**src/rtl/timer_counter_if.sv**
```systemverilog
// Software-facing register bus of the 64-bit timer: control inputs, split-half
// write strobes, and the counter/compare/interrupt status read back.
interface timer_counter_if #(
  parameter int CNT_W = 64
);
  logic             timer_en;
  logic             div_en;
  logic [3:0]       div_val;
  logic [31:0]      wdata;
  logic             cnt_wr_lo;
  logic             cnt_wr_hi;
  logic             cmp_wr_lo;
  logic             cmp_wr_hi;
  logic             int_st_clear;
  logic [CNT_W-1:0] cnt;
  logic [CNT_W-1:0] cmp;
  logic             int_st_set;
  logic             int_st;

  modport master (
    output timer_en, div_en, div_val, wdata,
    output cnt_wr_lo, cnt_wr_hi, cmp_wr_lo, cmp_wr_hi, int_st_clear,
    input  cnt, cmp, int_st_set, int_st
  );

  modport slave (
    input  timer_en, div_en, div_val, wdata,
    input  cnt_wr_lo, cnt_wr_hi, cmp_wr_lo, cmp_wr_hi, int_st_clear,
    output cnt, cmp, int_st_set, int_st
  );
endinterface

```
**src/rtl/timer_counter.sv**
```systemverilog
// Free-running timer with power-of-two prescaler, 64-bit compare and a
// rising-edge match interrupt (one-cycle pulse plus sticky status).
module timer_counter #(
  parameter int CNT_W = 64
) (
  input  logic            clk,
  input  logic            rst,
  timer_counter_if.slave  bus
);
  localparam int HI_W = CNT_W - 32;

  logic [7:0]       div_cnt_q, div_cnt_d;
  logic [CNT_W-1:0] cnt_q, cnt_d;
  logic [CNT_W-1:0] cmp_q, cmp_d;
  logic             match_q, match_d;
  logic             int_st_set_q, int_st_set_d;
  logic             int_st_q, int_st_d;

  logic [3:0]       div_exp;
  logic [7:0]       div_lim;
  logic             tick;
  logic             match;

  // NOTE: every variable gets a default at the top of always_comb so no path
  // can leave it unassigned and infer a latch.
  always_comb begin
    tick      = 1'b0;
    div_cnt_d = 8'd0;
    div_exp   = (bus.div_val > 4'd8) ? 4'd8 : bus.div_val;
    div_lim   = 8'((9'd1 << div_exp) - 9'd1);

    // Using >= rather than == means a limit lowered below the running count
    // still ticks on the next cycle instead of waiting for an 8-bit wrap.
    if (bus.timer_en) begin
      if (!bus.div_en || (div_cnt_q >= div_lim)) tick = 1'b1;
      else                                       div_cnt_d = div_cnt_q + 8'd1;
    end

    // Any software write to cnt suppresses the increment for both halves.
    cnt_d = cnt_q;
    if (bus.cnt_wr_lo || bus.cnt_wr_hi) begin
      if (bus.cnt_wr_lo) cnt_d[31:0]      = bus.wdata;
      if (bus.cnt_wr_hi) cnt_d[CNT_W-1:32] = bus.wdata[HI_W-1:0];
    end else if (tick) begin
      cnt_d = cnt_q + CNT_W'(1);
    end

    cmp_d = cmp_q;
    if (bus.cmp_wr_lo) cmp_d[31:0]      = bus.wdata;
    if (bus.cmp_wr_hi) cmp_d[CNT_W-1:32] = bus.wdata[HI_W-1:0];

    match        = (cnt_q == cmp_q);
    match_d      = match;
    int_st_set_d = match && !match_q;
    int_st_d     = int_st_set_d || (int_st_q && !bus.int_st_clear);
  end

  // NOTE: sequential state uses non-blocking assignments so every flop samples
  // the pre-edge values, independent of statement order.
  always_ff @(posedge clk) begin
    if (rst) begin
      div_cnt_q    <= 8'd0;
      cnt_q        <= '0;
      cmp_q        <= '1;
      match_q      <= 1'b0;
      int_st_set_q <= 1'b0;
      int_st_q     <= 1'b0;
    end else begin
      div_cnt_q    <= div_cnt_d;
      cnt_q        <= cnt_d;
      cmp_q        <= cmp_d;
      match_q      <= match_d;
      int_st_set_q <= int_st_set_d;
      int_st_q     <= int_st_d;
    end
  end

  assign bus.cnt        = cnt_q;
  assign bus.cmp        = cmp_q;
  assign bus.int_st_set = int_st_set_q;
  assign bus.int_st     = int_st_q;
endmodule

```
**src/flat_wrapper.sv**
```systemverilog
// flat-port wrapper written by rule: the top's interface ports become plain ports
module timer_counter_flat 
#(
  parameter int CNT_W = 64
)
  (clk, rst, bus_timer_en, bus_div_en, bus_div_val, bus_wdata, bus_cnt_wr_lo, bus_cnt_wr_hi, bus_cmp_wr_lo, bus_cmp_wr_hi, bus_int_st_clear, bus_cnt, bus_cmp, bus_int_st_set, bus_int_st);
  timer_counter_if #(.CNT_W(CNT_W)) bus_i ();
  input  logic clk;
  input  logic rst;
  input wire logic [$bits(bus_i.timer_en)-1:0] bus_timer_en;
  input wire logic [$bits(bus_i.div_en)-1:0] bus_div_en;
  input wire logic [$bits(bus_i.div_val)-1:0] bus_div_val;
  input wire logic [$bits(bus_i.wdata)-1:0] bus_wdata;
  input wire logic [$bits(bus_i.cnt_wr_lo)-1:0] bus_cnt_wr_lo;
  input wire logic [$bits(bus_i.cnt_wr_hi)-1:0] bus_cnt_wr_hi;
  input wire logic [$bits(bus_i.cmp_wr_lo)-1:0] bus_cmp_wr_lo;
  input wire logic [$bits(bus_i.cmp_wr_hi)-1:0] bus_cmp_wr_hi;
  input wire logic [$bits(bus_i.int_st_clear)-1:0] bus_int_st_clear;
  output wire logic [$bits(bus_i.cnt)-1:0] bus_cnt;
  output wire logic [$bits(bus_i.cmp)-1:0] bus_cmp;
  output wire logic [$bits(bus_i.int_st_set)-1:0] bus_int_st_set;
  output wire logic [$bits(bus_i.int_st)-1:0] bus_int_st;
  assign bus_i.timer_en = bus_timer_en;
  assign bus_i.div_en = bus_div_en;
  assign bus_i.div_val = bus_div_val;
  assign bus_i.wdata = bus_wdata;
  assign bus_i.cnt_wr_lo = bus_cnt_wr_lo;
  assign bus_i.cnt_wr_hi = bus_cnt_wr_hi;
  assign bus_i.cmp_wr_lo = bus_cmp_wr_lo;
  assign bus_i.cmp_wr_hi = bus_cmp_wr_hi;
  assign bus_i.int_st_clear = bus_int_st_clear;
  assign bus_cnt = bus_i.cnt;
  assign bus_cmp = bus_i.cmp;
  assign bus_int_st_set = bus_i.int_st_set;
  assign bus_int_st = bus_i.int_st;
  timer_counter #(.CNT_W(CNT_W)) u_core (.clk(clk), .rst(rst), .bus(bus_i));
endmodule
```
**config.mk**
```make
export PLATFORM = sky130hd
export DESIGN_NAME = timer_counter_flat
export DESIGN_NICKNAME = d
export VERILOG_FILES = /design/src/rtl/timer_counter_if.sv /design/src/rtl/timer_counter.sv /design/src/flat_wrapper.sv
export SDC_FILE = /design/constraint.sdc
export NUM_CORES = 1
export LEC_CHECK = 0
export BUFFER_PORTS_ARGS = -buffer_cell sky130_fd_sc_hd__clkbuf_2
export CELL_PAD_IN_SITES_DETAIL_PLACEMENT = 0
export CELL_PAD_IN_SITES_GLOBAL_PLACEMENT = 2
export CORE_UTILIZATION = 34
export CTS_CLUSTER_DIAMETER = 120
export CTS_CLUSTER_SIZE = 20
export DETAILED_ROUTE_END_ITERATION = 10
export MAX_ROUTING_LAYER = met4
export PLACE_DENSITY = 0.83
export SLEW_MARGIN = 25
export SYNTH_ARGS = -nofsm -noshare
export SYNTH_HDL_FRONTEND = slang
export SYNTH_SLANG_ARGS = --single-unit
```
**constraint.sdc**
```tcl
create_clock -name clk -period 6.3 [get_ports clk]
set_clock_uncertainty 0.15 [all_clocks]
set_input_delay 0.315 -clock clk [delete_from_list [all_inputs] [get_ports clk]]
set_output_delay 0.315 -clock clk [all_outputs]
set_load 0.01 [all_outputs]
```
==> results of run 1 <==
-- routing by layer --
| metal | up-vias | wire length [um] | GRT usage (%) |
|---|---|---|---|
| met5 | - | 0 | - |
| met2 | 315 | 13700 | 41.0 |
| met1 | 3718 | 14500 | 37.4 |
| met4 | 0 | 1260 | 13.1 |
| met3 | 54 | 2100 | 4.66 |
| li1 | 3679 | - | - |
-- power by group through the flow --
stage / logic [W] / clock network, W / registers, W
5_1_grt: 0.000372 / 0.00115 / 0.00103
3_3_place_gp: 0.000337 / 0 / 0.00104
6_report: 0.000344 / 0.00110 / 0.00102
4_1_cts: 0.000343 / 0.00111 / 0.00102
2_1_floorplan: 0.000174 / 0 / 0.00103
3_5_place_dp: 0.000340 / 0 / 0.00104
-- placed cells by master, fill, tap and decap left out, drive strengths merged, types with 6 or more instances in the layout --
cell     netlist  layout
clkbuf        39     192
dfxtp        139     139
nand2        118     118
nor2          62      62
mux2i         56      56
inv           44      46
xor2          40      40
nand3         38      38
a211oi        33      33
a21oi         30      30
xnor2         29      29
nand4         28      28
nor4          28      28
o21ai         24      24
nor2b         15      15
a2111oi       15      15
or3           12      12
o211ai        12      12
a311oi        11      11
ha            11      11
and3           9       9
o41ai          9       9
a32o           9       9
o31ai          8       8
nor3           8       8
o22ai          7       7
nand2b         6       6
or4            6       6
buf           11       6
clkinv         0       6
-- state kept, by name, summed over array words and instances, names as in the netlist --
register and cells:
u_core.bus.int_st_set 1, u_core.bus.cnt 64, u_core.div_cnt_q 8, u_core.bus.int_st 1, u_core.match_q 1, u_core.bus.cmp 64
-- cells in the mapped netlist, types with 4 or more instances --
| master | number | area [um^2] |
|---|---|---|
| a311oi_1 | 11 | 96.3 |
| or3_1 | 12 | 75.1 |
| a21o_1 | 4 | 30.0 |
| nand4_1 | 26 | 163 |
| a32o_1 | 9 | 90.1 |
| o31a_1 | 4 | 35.0 |
| dfxtp_1 | 139 | 2780 |
| a211oi_1 | 33 | 248 |
| ha_1 | 11 | 138 |
| o22ai_1 | 7 | 43.8 |
| nand2b_1 | 6 | 37.5 |
| nor2_1 | 62 | 233 |
| nor2b_1 | 15 | 93.8 |
| xnor2_1 | 29 | 254 |
| nor3_1 | 7 | 35.0 |
| buf_2 | 6 | 30.0 |
| o41ai_1 | 9 | 78.8 |
| o31ai_1 | 8 | 60.1 |
| xor2_1 | 40 | 350 |
| o211ai_1 | 12 | 90.1 |
| and4_1 | 4 | 35.0 |
| o21ai_0 | 24 | 120 |
| and3_1 | 9 | 56.3 |
| buf_1 | 5 | 18.8 |
| a21oi_1 | 30 | 150 |
| a2111oi_0 | 10 | 87.6 |
| nor4_1 | 25 | 156 |
| nand2_1 | 116 | 435 |
| a22o_1 | 4 | 35.0 |
| or4_1 | 6 | 45.0 |
| clkbuf_1 | 37 | 139 |
| inv_1 | 43 | 161 |
| a2111oi_2 | 4 | 60.1 |
| mux2i_1 | 56 | 561 |
| nand3_1 | 37 | 185 |
-- cell type report --
| type | instances | area, um^2 |
|---|---|---|
| Sequential cell | 139 | 2780 |
| Fill cell | 2327 | 12600 |
| Clock buffer | 18 | 439 |
| Tap cell | 280 | 350 |
| Timing Repair Buffer | 184 | 956 |
| Multi-Input combinational cell | 680 | 4560 |
| Clock inverter | 14 | 194 |
| Inverter | 44 | 165 |
-- worst reg2reg max path: cells and delay by family, from the launching register on --
family | cells | cell delay, ns
simple gates | 4 | 1.36
flops | 1 | 0.42
buf+inv | 1 | 0.07
compound gates | 2 | 1.15
fa+ha+maj | 1 | 0.28
-- logic make-up after synthesis --
| group | Yosys count | share of synthesized area (%) |
|---|---|---|
| AND/OR/NAND/NOR | 345 | 22.8 |
| XOR/XNOR | 69 | 7.84 |
| flip-flops | 139 | 36.1 |
| AO/OA/AOI/OAI | 197 | 19.2 |
| multiplexers | 58 | 7.56 |
| adder cells (fa/ha/maj) | 11 | 1.79 |
| buffers and inverters | 94 | 4.71 |
-- per-stage QoR --
step / area, um^2 / std cells / power, W
2_1_floorplan: 7710 / 913 / 0.00120
3_3_place_gp: 8780 / 1323 / 0.00138
3_5_place_dp: 8780 / 1323 / 0.00138
4_1_cts: 9450 / 1359 / 0.00248
5_1_grt: 9450 / 1359 / 0.00255
6_report: 9450 / 1359 / 0.00247
-- worst max-delay path by stage --
stage	from	endpoint	slack (ns)	depth (start not counted)
6_report	bus_div_val[3]	u_core.bus.cnt[27]$_SDFFE_PP0P_	2.63	13
5_1_grt	bus_div_val[1]	u_core.bus.cnt[56]$_SDFFE_PP0P_	2.32	13
4_1_cts	bus_div_val[3]	u_core.bus.cnt[27]$_SDFFE_PP0P_	2.65	13
3_5_place_dp	bus_div_val[3]	u_core.bus.cnt[27]$_SDFFE_PP0P_	2.20	13
3_3_place_gp	bus_div_val[3]	u_core.bus.cnt[27]$_SDFFE_PP0P_	2.29	13
2_1_floorplan	bus_div_val[1]	u_core.bus.cnt[60]$_SDFFE_PP0P_	2.86	13
==> metrics.yaml, run 1 <==
worst_hold_path:
  hold_start: "bus_wdata[11]"
  holdPathEnd: "u_core.bus.cmp[43]$_SDFFE_PP1P_"
  holdPathStages: 3
  hold_path.class: "in -> reg"
cells_and_area:
  diodes: 0
  area_growth_pct: 22.6
  final_util_pct: 42.9
  nets: 1122
  layout-drive-gt1-share_pct: 21.6
setup_path:
  reg2reg_slack_ns: 2.75
  end_kind: "flip-flop"
  required_ns: 6.46
  crit_type: "in -> reg"
  r2r_start: "u_core.div_cnt_q[0]$_SDFF_PP0_"
  reg2reg_to: "u_core.bus.cnt[27]$_SDFFE_PP0P_"
  crit_buf_inv: 1
  cp_slowest_cell: "or4_1"
  cp_top_family: "simple AND/OR/NAND/NOR gates"
  worstPathMaxFanout: 14
  start_kind: "input port"
  max_stage_delay_ns: 0.84
  arrival_ns: 3.84
  r2r_cells: 8
  crit_chain: "clkbuf_2 > nor3_1 > nand2b_1 > ha_1 > nor3_1 > a21o_1 > a32oi_1 > ha_1 > nand3_1 > or4_1 > and2_1 > o31a_1 > o311a_1"
sta:
  whs_ns: 0.0174
  rsz0062_at_grt: "no"
  setup_ws_ns: 2.63
  fin_crit_sh_pct: 58.3
  setup_violations: 0
  hold_viol: 0
  slew_headroom_pct: 40.2
  tightest_slew_ns: 0.875
  tns_ns: 0
  final_max_slew_viol_count: 0
  max_freq_mhz: 272
  period_needed_ns: 3.67
grt:
  grt_pass1_wl_um: 47200
  grt_use_total_pct: 28.0
  grt_overflow_total: 0
  grt_max_degree: 51
  grt_pass1_vias: 7309
  antenna_found_initial: 0
floorplan:
  ios: 175
  initial_utilization_pct: 35.0
  coreArea_mm2: 0.0220
  die_area_mm2: 0.0233
  die_h_um: 153
  fp.dieW_um: 153
  row_count: 54
synth:
  synth-seq-cells: 139
  async_flop_share_pct: 0
  synth_fp_nets: 969
  syn_avg_cell_area_um2: 8.44
  synth.yosys.seq_area_share_pct: 36.1
  syn_area_mm2: 0.00771
  synth_edf_count: 0
  syn_inst: 913
  synth_cell_types: 68
  ys.flop_type: "dfxtp_1"
  ys_warn_count: 0
drt:
  drt-total-wl_um: 31600
  first_pass_iters: 11
  routed_via_density: 5.71
  drc_errors: 6
  vias: 7766
  drtIter0Drc: 646
  wl_per_cell_um: 23.3
  ant_nets: 0
clock_tree:
  cts.sinks: 139
  cts_root_buffer: "clkbuf_16"
  clock_path_buffers: 2
  post_cts_buffers: 0
  ctsHoldBuffers: 4
  cts_made_buffers: 17
  ctsResizeCount: 0
  h-tree-depth: 4
  cts_tree: "yes"
  path_clk_slew_ns: 0.07
  insertion_delay_ns: 0.44
pwr:
  p_sw_w: 0.000729
  p_leak_nw: 3.81
  switching_share_pct: 29.5
  p_clk_share_pct: 44.5
  vdd_drop_max_mv: 0.169
  combPwrFrac_pct: 13.9
  power_density_mw_per_mm2: 261
  internal_power_w: 0.00174
  seqPwrFrac_pct: 41.5
placement:
  post-place-ws_ns: 2.20
  portBuffers: 174
  place.gp.congestion: 0.919
  dp_hpwl_um: 23500
flow_run:
  cap_violations: 0
outcome:
  violations: "DRC"
  status: "finished, violations left"
No activity file was read; power rests on OpenSTA's default activity.
==> run 2: changes to the inputs <==
- CORE_UTILIZATION: 34 -> 32
- PLACE_DENSITY: 0.83 -> 0.79
- clock period: 6.3 -> 3.8 ns (I/O delays scaled with it)
==> metrics.yaml, run 2 (synthesis gave the netlist of run 1 again) <==
clock_tree:
  clock_path_buffers: 2  # unchanged
  ctsResizeCount: 0  # unchanged
  cts_root_buffer: "clkbuf_16"  # unchanged
  insertion_delay_ns: 0.44  # about the same
  post_cts_buffers: 0  # unchanged
  ctsHoldBuffers: 30  # was 4
  cts_tree: "yes"  # unchanged
  cts.sinks: 139  # unchanged
  cts_made_buffers: 17  # unchanged
  path_clk_slew_ns: 0.06  # was 0.07 ns
  h-tree-depth: 4  # unchanged
sta:
  fin_crit_sh_pct: 86.8
  final_max_slew_viol_count: 0  # unchanged
  rsz0062_at_grt: "no"  # unchanged
  max_freq_mhz: 303
  setup_violations: 0  # unchanged
  tightest_slew_ns: 0.999  # was 0.875 ns
  slew_headroom_pct: 33.4  # was 40.2%
  tns_ns: 0  # unchanged
  period_needed_ns: 3.30
  hold_viol: 0  # unchanged
setup_path:
  required_ns: 3.97  # was 6.46 ns
  start_kind: "input port"  # unchanged
  reg2reg_slack_ns: 0.68  # was 2.75 ns
  worstPathMaxFanout: 9  # was 14
  crit_buf_inv: 2  # was 1
  cp_top_family: "simple AND/OR/NAND/NOR gates"  # unchanged
  cp_slowest_cell: "or4_1"  # unchanged
  max_stage_delay_ns: 0.60  # was 0.84 ns
  end_kind: "flip-flop"  # unchanged
  arrival_ns: 3.47  # was 3.84 ns
  crit_chain: "clkbuf_2 > nor3_1 > nand2b_1 > ha_1 > nor3_1 > a21o_1 > a32oi_1 > ha_1 > nand3_1 > or4_1 > and2_1 > buf_4 > or3_1 > a32o_1"  # was clkbuf_2 > nor3_1 > nand2b_1 > ha_1 > nor3_1 > a21o_1 > a32oi_1 > ha_1 > nand3_1 > or4_1 > and2_1 > o31a_1 > o311a_1
  crit_type: "in -> reg"  # unchanged
drt:
  vias: 8057  # was 7766
  wl_per_cell_um: 22.8  # was 23.3 um
  routed_via_density: 5.55  # was 5.71
  drc_errors: 0  # was 6
  drtIter0Drc: 607  # was 646
  ant_nets: 0  # unchanged
  first_pass_iters: 5  # was 11
  drt-total-wl_um: 33100  # was 31600 um
floorplan:
  fp.dieW_um: 157  # was 153 um
  die_area_mm2: 0.0247  # was 0.0233 mm^2
  row_count: 56  # was 54
  die_h_um: 157  # was 153 um
  coreArea_mm2: 0.0235  # was 0.0220 mm^2
  ios: 175  # unchanged
  initial_utilization_pct: 32.7  # was 35.0%
placement:
  dp_hpwl_um: 24900  # was 23500 um
  dpl-instance-area_mm2: 0.00909  # was 0.00878 mm^2
  portBuffers: 174  # unchanged
  place.gp.congestion: 0.927  # was 0.919
cells_and_area:
  postLayoutCellArea_mm2: 0.0100  # was 0.00945 mm^2
  diodes: 0  # unchanged
  layout-drive-gt1-share_pct: 23.1  # was 21.6%
  area_growth_pct: 30.1  # was 22.6%
  final_cell_mix: "clkbuf_2 (174), dfxtp_1 (139), nand2_1 (116), nor2_1 (62), mux2i_1 (56)"  # unchanged
  layout_commonest_cell: "clkbuf_2"  # unchanged
  nets: 1180  # was 1122
grt:
  grt_use_total_pct: 27.8  # was 28.0%
  grt_pass1_wl_um: 48200  # was 47200 um
  grt_overflow_total: 0  # unchanged
  grt_use_met1_pct: 37.4  # about the same
  met3_usage_pct: 5.34  # was 4.66%
  antenna_found_initial: 0  # unchanged
  grt_max_degree: 37  # was 51
  top_usage_layer: "met2"  # unchanged
  grt_util_met2_pct: 41.6  # was 41.0%
  grt_pass1_vias: 7357  # was 7309
flow_run:
  cap_violations: 0  # unchanged
pwr:
  p_leak_nw: 4.09  # was 3.81 nW
  power_density_mw_per_mm2: 417  # was 261 mW/mm^2
  vdd_drop_max_mv: 0.274  # was 0.169 mV
worst_hold_path:
  hold_path.class: "in -> reg"  # unchanged
outcome:
  status: "completed"  # was finished, violations left
## run 2: cell types whose count changed in the layout (fill, tap and decap cells not counted)
cell           delta
inv_6             -1
clkinv_2          -1
dlygate4sd3_1    +26
clkinvlp_4        -2
bufinv_16         +1
buf_4            +30
buf_12            +2
## run 2: final cells by class
cell class              count  area (um^2)
well taps                 319          399
repair buffers            242         1480
flip-flops and latches    139         2780
fillers                  2472        13500
clock inverters            11          195
inverters                  44          165
clock buffers              18          439
multi-input cells         680         4560
## run 2: routing by layer
metal  wire length [um]  vias to the layer above
li1                   -                     3797
met1              15100                     3878
met2              14800                      329
met3               2350                       53
met4                863                        0
met5                  0                        -
## run 2: path summary, 6_finish.rpt
kind / start / end / cells past startpoint
max reg2reg: u_core.bus.cnt[27]$_SDFFE_PP0P_ / u_core.bus.cnt[60]$_SDFFE_PP0P_ / 7
min reg2reg: u_core.match_q$_SDFF_PP0_ / u_core.bus.int_st_set$_SDFF_PP0_ / 1
max: bus_div_val[1] / u_core.bus.cnt[54]$_SDFFE_PP0P_ / 14
min: bus_wdata[27] / u_core.bus.cmp[27]$_SDFFE_PP1P_ / 3
## run 2: where the power goes
| group | leakage, nW | switching, W | total (W) | internal, W |
|---|---|---|---|---|
| Sequential | 1.15 | 0.000145 | 0.00169 | 0.00155 |
| Combinational | 2.62 | 0.000368 | 0.000620 | 0.000253 |
| Clock | 0.312 | 0.000690 | 0.00186 | 0.00117 |
| Total | 4.09 | 0.00120 | 0.00418 | 0.00297 |
## run 2: tightest hold or removal path, cell delays in order
cell	delay, ns
clkbuf_2	0.23
mux2i_1	0.11
nand2_1	0.06
## run 2: through the flow
step	std cells	setup slack [ns]	utilization [%]	hold WS (ns)	power, W
finish	1453	0.501	42.6	0.0351	0.00418
CTS	1453	0.503	42.6	0.0227	0.00419
global route	1453	0.211	42.6	0.0434	0.00432
detailed placement	1394	0.0591	38.6	0.239	0.00231
floorplan	913	0.490	-	0.144	0.00200
global placement	1394	0.104	38.6	0.240	0.00231
